`src/rtl/alu_sequencer.sv`:
```
// alu_sequencer: issues one request at a time to an external fixed-latency ALU and returns the result with its tag
//   clk, reset_n                      clock, asynchronous active-low reset
//   req_valid/req_ready, req_*        request channel (opcode, two operands, caller tag)
//   alu_opcode, alu_value1/2          operands to the ALU, held for the whole BUSY phase
//   alu_result                        ALU result, captured LATENCY+1 cycles after issue
//   rsp_valid/rsp_ready, rsp_*        response channel (result, tag, error flag)
//   stat_ops, stat_errs               wrapping counts of completed responses and of errored ones
module alu_sequencer #(
  parameter int         LATENCY = 1,
  parameter logic [3:0] ADD     = 4'd1,
  parameter logic [3:0] SUB     = 4'd2,
  parameter logic [3:0] MUL     = 4'd3,
  parameter logic [3:0] DIV     = 4'd4,
  parameter logic [3:0] XOR     = 4'd5,
  parameter logic [3:0] AND     = 4'd6,
  parameter logic [3:0] OR      = 4'd7,
  parameter logic [3:0] REM     = 4'd8,
  parameter logic [3:0] NOT     = 4'd9
) (
  input  logic        clk,
  input  logic        reset_n,
  input  logic        req_valid,
  output logic        req_ready,
  input  logic [3:0]  req_opcode,
  input  logic [63:0] req_a,
  input  logic [63:0] req_b,
  input  logic [3:0]  req_tag,
  output logic [3:0]  alu_opcode,
  output logic [63:0] alu_value1,
  output logic [63:0] alu_value2,
  input  logic [63:0] alu_result,
  output logic        rsp_valid,
  input  logic        rsp_ready,
  output logic [63:0] rsp_result,
  output logic [3:0]  rsp_tag,
  output logic        rsp_err,
  output logic [31:0] stat_ops,
  output logic [31:0] stat_errs
);
  typedef enum logic [1:0] {IDLE, BUSY, RESP} state_t;
  state_t      state_q, state_d;
  logic [3:0]  cnt_q, cnt_d, op_q, op_d, tag_q, tag_d;
  logic [63:0] v1_q, v1_d, v2_q, v2_d, res_q, res_d;
  logic        err_q, err_d;
  logic [31:0] stat_ops_q, stat_ops_d, stat_errs_q, stat_errs_d;
  logic        legal, div0, rem0, issue;
  assign legal = req_opcode inside {ADD, SUB, MUL, DIV, XOR, AND, OR, REM, NOT};
  assign div0  = req_opcode == DIV && req_b == '0;
  assign rem0  = req_opcode == REM && req_b == '0;
  // only legal, well-defined operations ever reach the ALU; everything else is answered locally
  assign issue = legal && !div0 && !rem0;
  assign req_ready  = state_q == IDLE;
  assign rsp_valid  = state_q == RESP;
  assign alu_opcode = state_q == BUSY ? op_q : 4'd0;
  assign alu_value1 = v1_q;
  assign alu_value2 = v2_q;
  assign rsp_result = res_q;
  assign rsp_tag    = tag_q;
  assign rsp_err    = err_q;
  assign stat_ops   = stat_ops_q;
  assign stat_errs  = stat_errs_q;
  always_comb begin
    state_d     = state_q;
    cnt_d       = cnt_q;
    op_d        = op_q;
    tag_d       = tag_q;
    v1_d        = v1_q;
    v2_d        = v2_q;
    res_d       = res_q;
    err_d       = err_q;
    stat_ops_d  = stat_ops_q;
    stat_errs_d = stat_errs_q;
    case (state_q)
      IDLE: if (req_valid) begin
        tag_d = req_tag;
        cnt_d = 4'(LATENCY);
        if (issue) begin
          op_d    = req_opcode;
          v1_d    = req_a;
          v2_d    = req_b;
          state_d = BUSY;
        end else begin
          res_d   = div0 ? '1 : req_a;
          err_d   = 1'b1;
          state_d = RESP;
        end
      end
      // the extra cycle at cnt==0 is where the ALU result is sampled
      BUSY: if (cnt_q != 4'd0) cnt_d = cnt_q - 4'd1;
      else begin
        res_d   = alu_result;
        err_d   = 1'b0;
        state_d = RESP;
      end
      RESP: if (rsp_ready) begin
        state_d     = IDLE;
        stat_ops_d  = stat_ops_q + 32'd1;
        stat_errs_d = stat_errs_q + 32'(err_q);
      end
      default: state_d = IDLE;
    endcase
  end
  always_ff @(posedge clk or negedge reset_n) begin
    if (!reset_n) begin
      state_q     <= IDLE;
      cnt_q       <= '0;
      op_q        <= '0;
      tag_q       <= '0;
      v1_q        <= '0;
      v2_q        <= '0;
      res_q       <= '0;
      err_q       <= 1'b0;
      stat_ops_q  <= '0;
      stat_errs_q <= '0;
    end else begin
      state_q     <= state_d;
      cnt_q       <= cnt_d;
      op_q        <= op_d;
      tag_q       <= tag_d;
      v1_q        <= v1_d;
      v2_q        <= v2_d;
      res_q       <= res_d;
      err_q       <= err_d;
      stat_ops_q  <= stat_ops_d;
      stat_errs_q <= stat_errs_d;
    end
  end
endmodule

```
`config.mk`:
```
export PLATFORM = sky130hd
export DESIGN_NAME = alu_sequencer
export DESIGN_NICKNAME = d
export VERILOG_FILES = /design/src/rtl/alu_sequencer.sv
export SDC_FILE = /design/constraint.sdc
export NUM_CORES = 1
export LEC_CHECK = 0
export BUFFER_PORTS_ARGS = -buffer_cell sky130_fd_sc_hd__buf_4
export CORE_AREA = 2 2 181 183
export DETAILED_ROUTE_END_ITERATION = 16
export DIE_AREA = 0 0 183 185
export HOLD_SLACK_MARGIN = 0.06
export REMOVE_ABC_BUFFERS = 1
export SKIP_CTS_REPAIR_TIMING = 1
export SLEW_MARGIN = 10
export SYNTH_ARGS = -nofsm -noshare
export SYNTH_HDL_FRONTEND = slang
export SYNTH_SLANG_ARGS = --single-unit
```
`constraint.sdc`:
```
create_clock -name clk -period 3.17 [get_ports clk]
set_input_delay 0.1585 -clock clk [delete_from_list [all_inputs] [get_ports clk]]
set_output_delay 0.1585 -clock clk [all_outputs]
set_load 0.005 [all_outputs]
```
==> results.md <==
- Largest cells by area after synthesis: dfrtp_1 58%, mux2_1 6.6%, mux2_2 6.0%
- Crit path DAT: roughly 3.0 ns
- Wire per inst: roughly 20 µm
- Period utilization: 79.7%
- Area share of the largest cell type after synthesis: 57.5%
- Final Hold Viols: 0
- Max VDD drop: 0.000563 V
- Origin of the worst setup path: req_b[32]
- Routed via count: just over 10k
- Initial core utilization: about 37%
- Max H-tree Level: 1
- Later-pin clock latency in the skew report: about 0.56 ns
- Syn-to-layout area delta: 60.0%
- Layout cells sized above 1: 38.4%
- Grt total ovfl: 0
- Commonest cells post-synth: 271 x dfrtp_1, 69 x mux2_1, 66 x a31oi_1, 64 x a211oi_1, 64 x mux2i_1
- Largest net degree at the start of global routing: 103
- Yosys warns: 0
- Psw: 4.86 mW
- Register share of total power: 37.2%
- Chip height: 185 µm
- Final net count: 1800
- EDFF count, synth: 0
- Slew @ Worst Pin: roughly 0.78 ns
- Routed WL: around 40000 µm
- Detailed-route DRC error count: 0
- Critical path cell sequence: dlygate4sd3_1 -> buf_4 -> nor4_1 -> nand4_1 -> nor3_4 -> buf_4 -> nand3_4 -> buf_4 -> a31oi_1
- Vias in the first global route: 9531
- First-pass DRT Iterations: 6
- Worst path bufs/invs: 4
- Reg-to-Reg End: rsp_result[16]
- Reg2Reg Depth: 9
- CP Class: in2reg
- Final Max Slew Viols: 0
- Avg Vias per Cell: approximately 5.1
- Routability Congestion: 0.817
- Post-synth top area cell: dfrtp_1
- Ys flop type: dfrtp_1
- FF+latch count, synth: 271
- Max Cap Viol: 0
- CP max-delay cell: dlygate4sd3_1
- Die area: between 30000 and 40000 µm²
- Post-route minimum period: between 2 and 3 ns
- Post-Syn Instances: about 930
- Unrepaired setup endpoints after global routing: no
- HPWL Detailed: roughly 27000 µm
- First-pass GRT wire length: between 50000 and 60000 µm
- Post-layout instance area: approximately 19000 µm²
- Worst hold path class: in2reg
- Final setup violation count: 0
- Hold WS: just under 0.07 ns
- Clock Pin Slew Worst Setup and Hold Paths: around 0.06 ns
- Port Buffers: 470
- P_leak: between 8 and 9 nW
- CP Max Fanout: 64
- P_int: a little over 10 mW
- Ys async rst share: between 90% and 100%
- 1st-iter DRT viols: around 450
- Row count: 66
- GRT Util Overall: between 20% and 30%
- Maximum clock rate: between 300 and 400 MHz
- Width of the die: ~180 µm
- Sink Count: ~270
- Clk pwr share: 24.3%
- CP Capture Type: register
- Critical path depth in cells: 9
- Antenna Nets Post-Route: 0
- Root buffer cell: clkbuf_16
- Most numerous cell on the critical path: buf_4
- Reg2reg setup slack: ~0.8 ns
- Status: finished, final reports clean
- Netlist Area Pre-Place: between 10000 and 15000 µm²
- Worst Setup EP: rsp_result[16]
- CP required: 3.64 ns
- Io pins: approximately 470
- Placed Area: between 15000 and 20000 µm²
- Pwr dens: around 800 nW/µm²
- Type of element launching the critical path: primary input
- Most instantiated library cell after synthesis: dfrtp_1
- Avg Inst Size Synth: 12.7 µm²
- CP peak stage delay: roughly 0.55 ns
- CTS Buf Count: 31
- Synth cell types: 39
- Core area: 32000 µm²
- CTS tree: done
- Delay-heaviest family, CP: buffers and inverters
- Sw Share: 32.1%
- RR Startpoint: cnt_q[0]
- Headroom to the max-slew limit: approximately half
- Clock Path Buffers: 3
- Antenna violations before repair: 1
- Register area share after synthesis: a little under three fifths
- Logic pwr share: approximately two fifths
- Worst Clk Skew: between 0.01 and 0.015 ns
-- worst min path at each step --
stage | startpoint | end | slack [ns] | depth (start not counted)
finish | alu_result[4] | rsp_result[4] | 0.07 | 3
global route | alu_result[2] | rsp_result[2] | 0.07 | 3
CTS | reset_n | stat_errs[21] | -0.33 | 1
detailed placement | reset_n | stat_errs[21] | 0.26 | 1
global placement | reset_n | stat_errs[21] | 0.27 | 1
floorplan | reset_n | alu_value1[0] | -0.14 | 0
-- cells by family after synthesis --
logic type / count (synthesis) / synth area share [%]
XOR/XNOR: 63 / 4.68
AO/OA/AOI/OAI: 140 / 8.12
AND/OR/NAND/NOR: 180 / 8.00
multiplexers: 196 / 18.0
adder cells (fa/ha/maj): 5 / 0.531
buffers and inverters: 71 / 3.08
flip-flops: 271 / 57.5
-- cell usage in the layout (no fill, tap or decap), types with 9 or more instances in the layout --
master | netlist | final
buf_4 | 2 | 486
dfrtp_1 | 271 | 271
dlygate4sd3_1 | 0 | 200
mux2_1 | 69 | 69
a31oi_1 | 66 | 65
mux2i_1 | 64 | 64
a211oi_1 | 64 | 64
mux2_2 | 63 | 63
nand2_1 | 54 | 54
xnor2_1 | 48 | 48
clkbuf_16 | 0 | 31
nand3_1 | 23 | 22
nor4_1 | 18 | 18
nand4_1 | 17 | 17
xor2_1 | 15 | 15
nor2_1 | 15 | 15
nor3_1 | 13 | 13
inv_1 | 11 | 11
and2_1 | 9 | 9
clkinv_2 | 0 | 9
clkbuf_8 | 0 | 9
-- metrics by stage --
| step | setup WS [ns] | setup TNS, ns | total power, mW | cells | utilization (%) |
|---|---|---|---|---|---|
| floorplan | -5.69 | -1062.30 | 8.09 | 866 | - |
| global placement | 0.679 | 0 | 11.2 | 1766 | 49.3 |
| detailed placement | 0.608 | 0 | 11.3 | 1766 | 49.3 |
| CTS | 0.786 | 0 | 15.0 | 1824 | 52.6 |
| global route | 0.512 | 0 | 16.0 | 2025 | 58.9 |
| finish | 0.645 | 0 | 15.2 | 2025 | 58.9 |
-- per-layer routing --
metal	up-vias	global-route usage [%]	wire, µm
met1	5107	27.8	16800
met4	2	6.21	1040
met5	-	0	87
li1	4729	-	-
met3	71	4.64	2230
met2	350	35.5	20000
-- power by group through the flow --
stage,clock [mW],sequential [mW],combinational [mW]
detailed placement,0,5.65,5.67
floorplan,0,5.68,2.41
global placement,0,5.62,5.60
global route,3.89,5.81,6.25
finish,3.68,5.64,5.84
CTS,3.74,5.62,5.67
-- layout make-up --
cell class | count | area (µm²)
clock buffer | 42 | 907
timing repair buffer | 692 | 5770
inverter | 11 | 41.3
clock inverter | 16 | 148
fill | 2594 | 13200
sequential | 271 | 6780
multi-input combinational | 584 | 4700
tap | 408 | 510
antenna | 1 | 2.50
-- worst reg2reg max path, cell delays in order (launching register included) --
cell     delay, ns
dfrtp_1       0.40
inv_1         0.09
ha_1          0.13
nor3b_1       0.17
buf_4         0.16
a21oi_1       0.07
nor4b_2       0.34
a21o_2        0.46
buf_12        0.26
a31oi_1       0.13
-- flip-flops by register name, indices dropped and copies added (netlist names) --
name        cells
alu_value1     64
alu_value2     64
rsp_result     64
stat_errs      32
stat_ops       32
cnt_q           4
op_q            4
rsp_tag         4
state_q         2
rsp_err         1
Power figures use the tool's default switching activity.
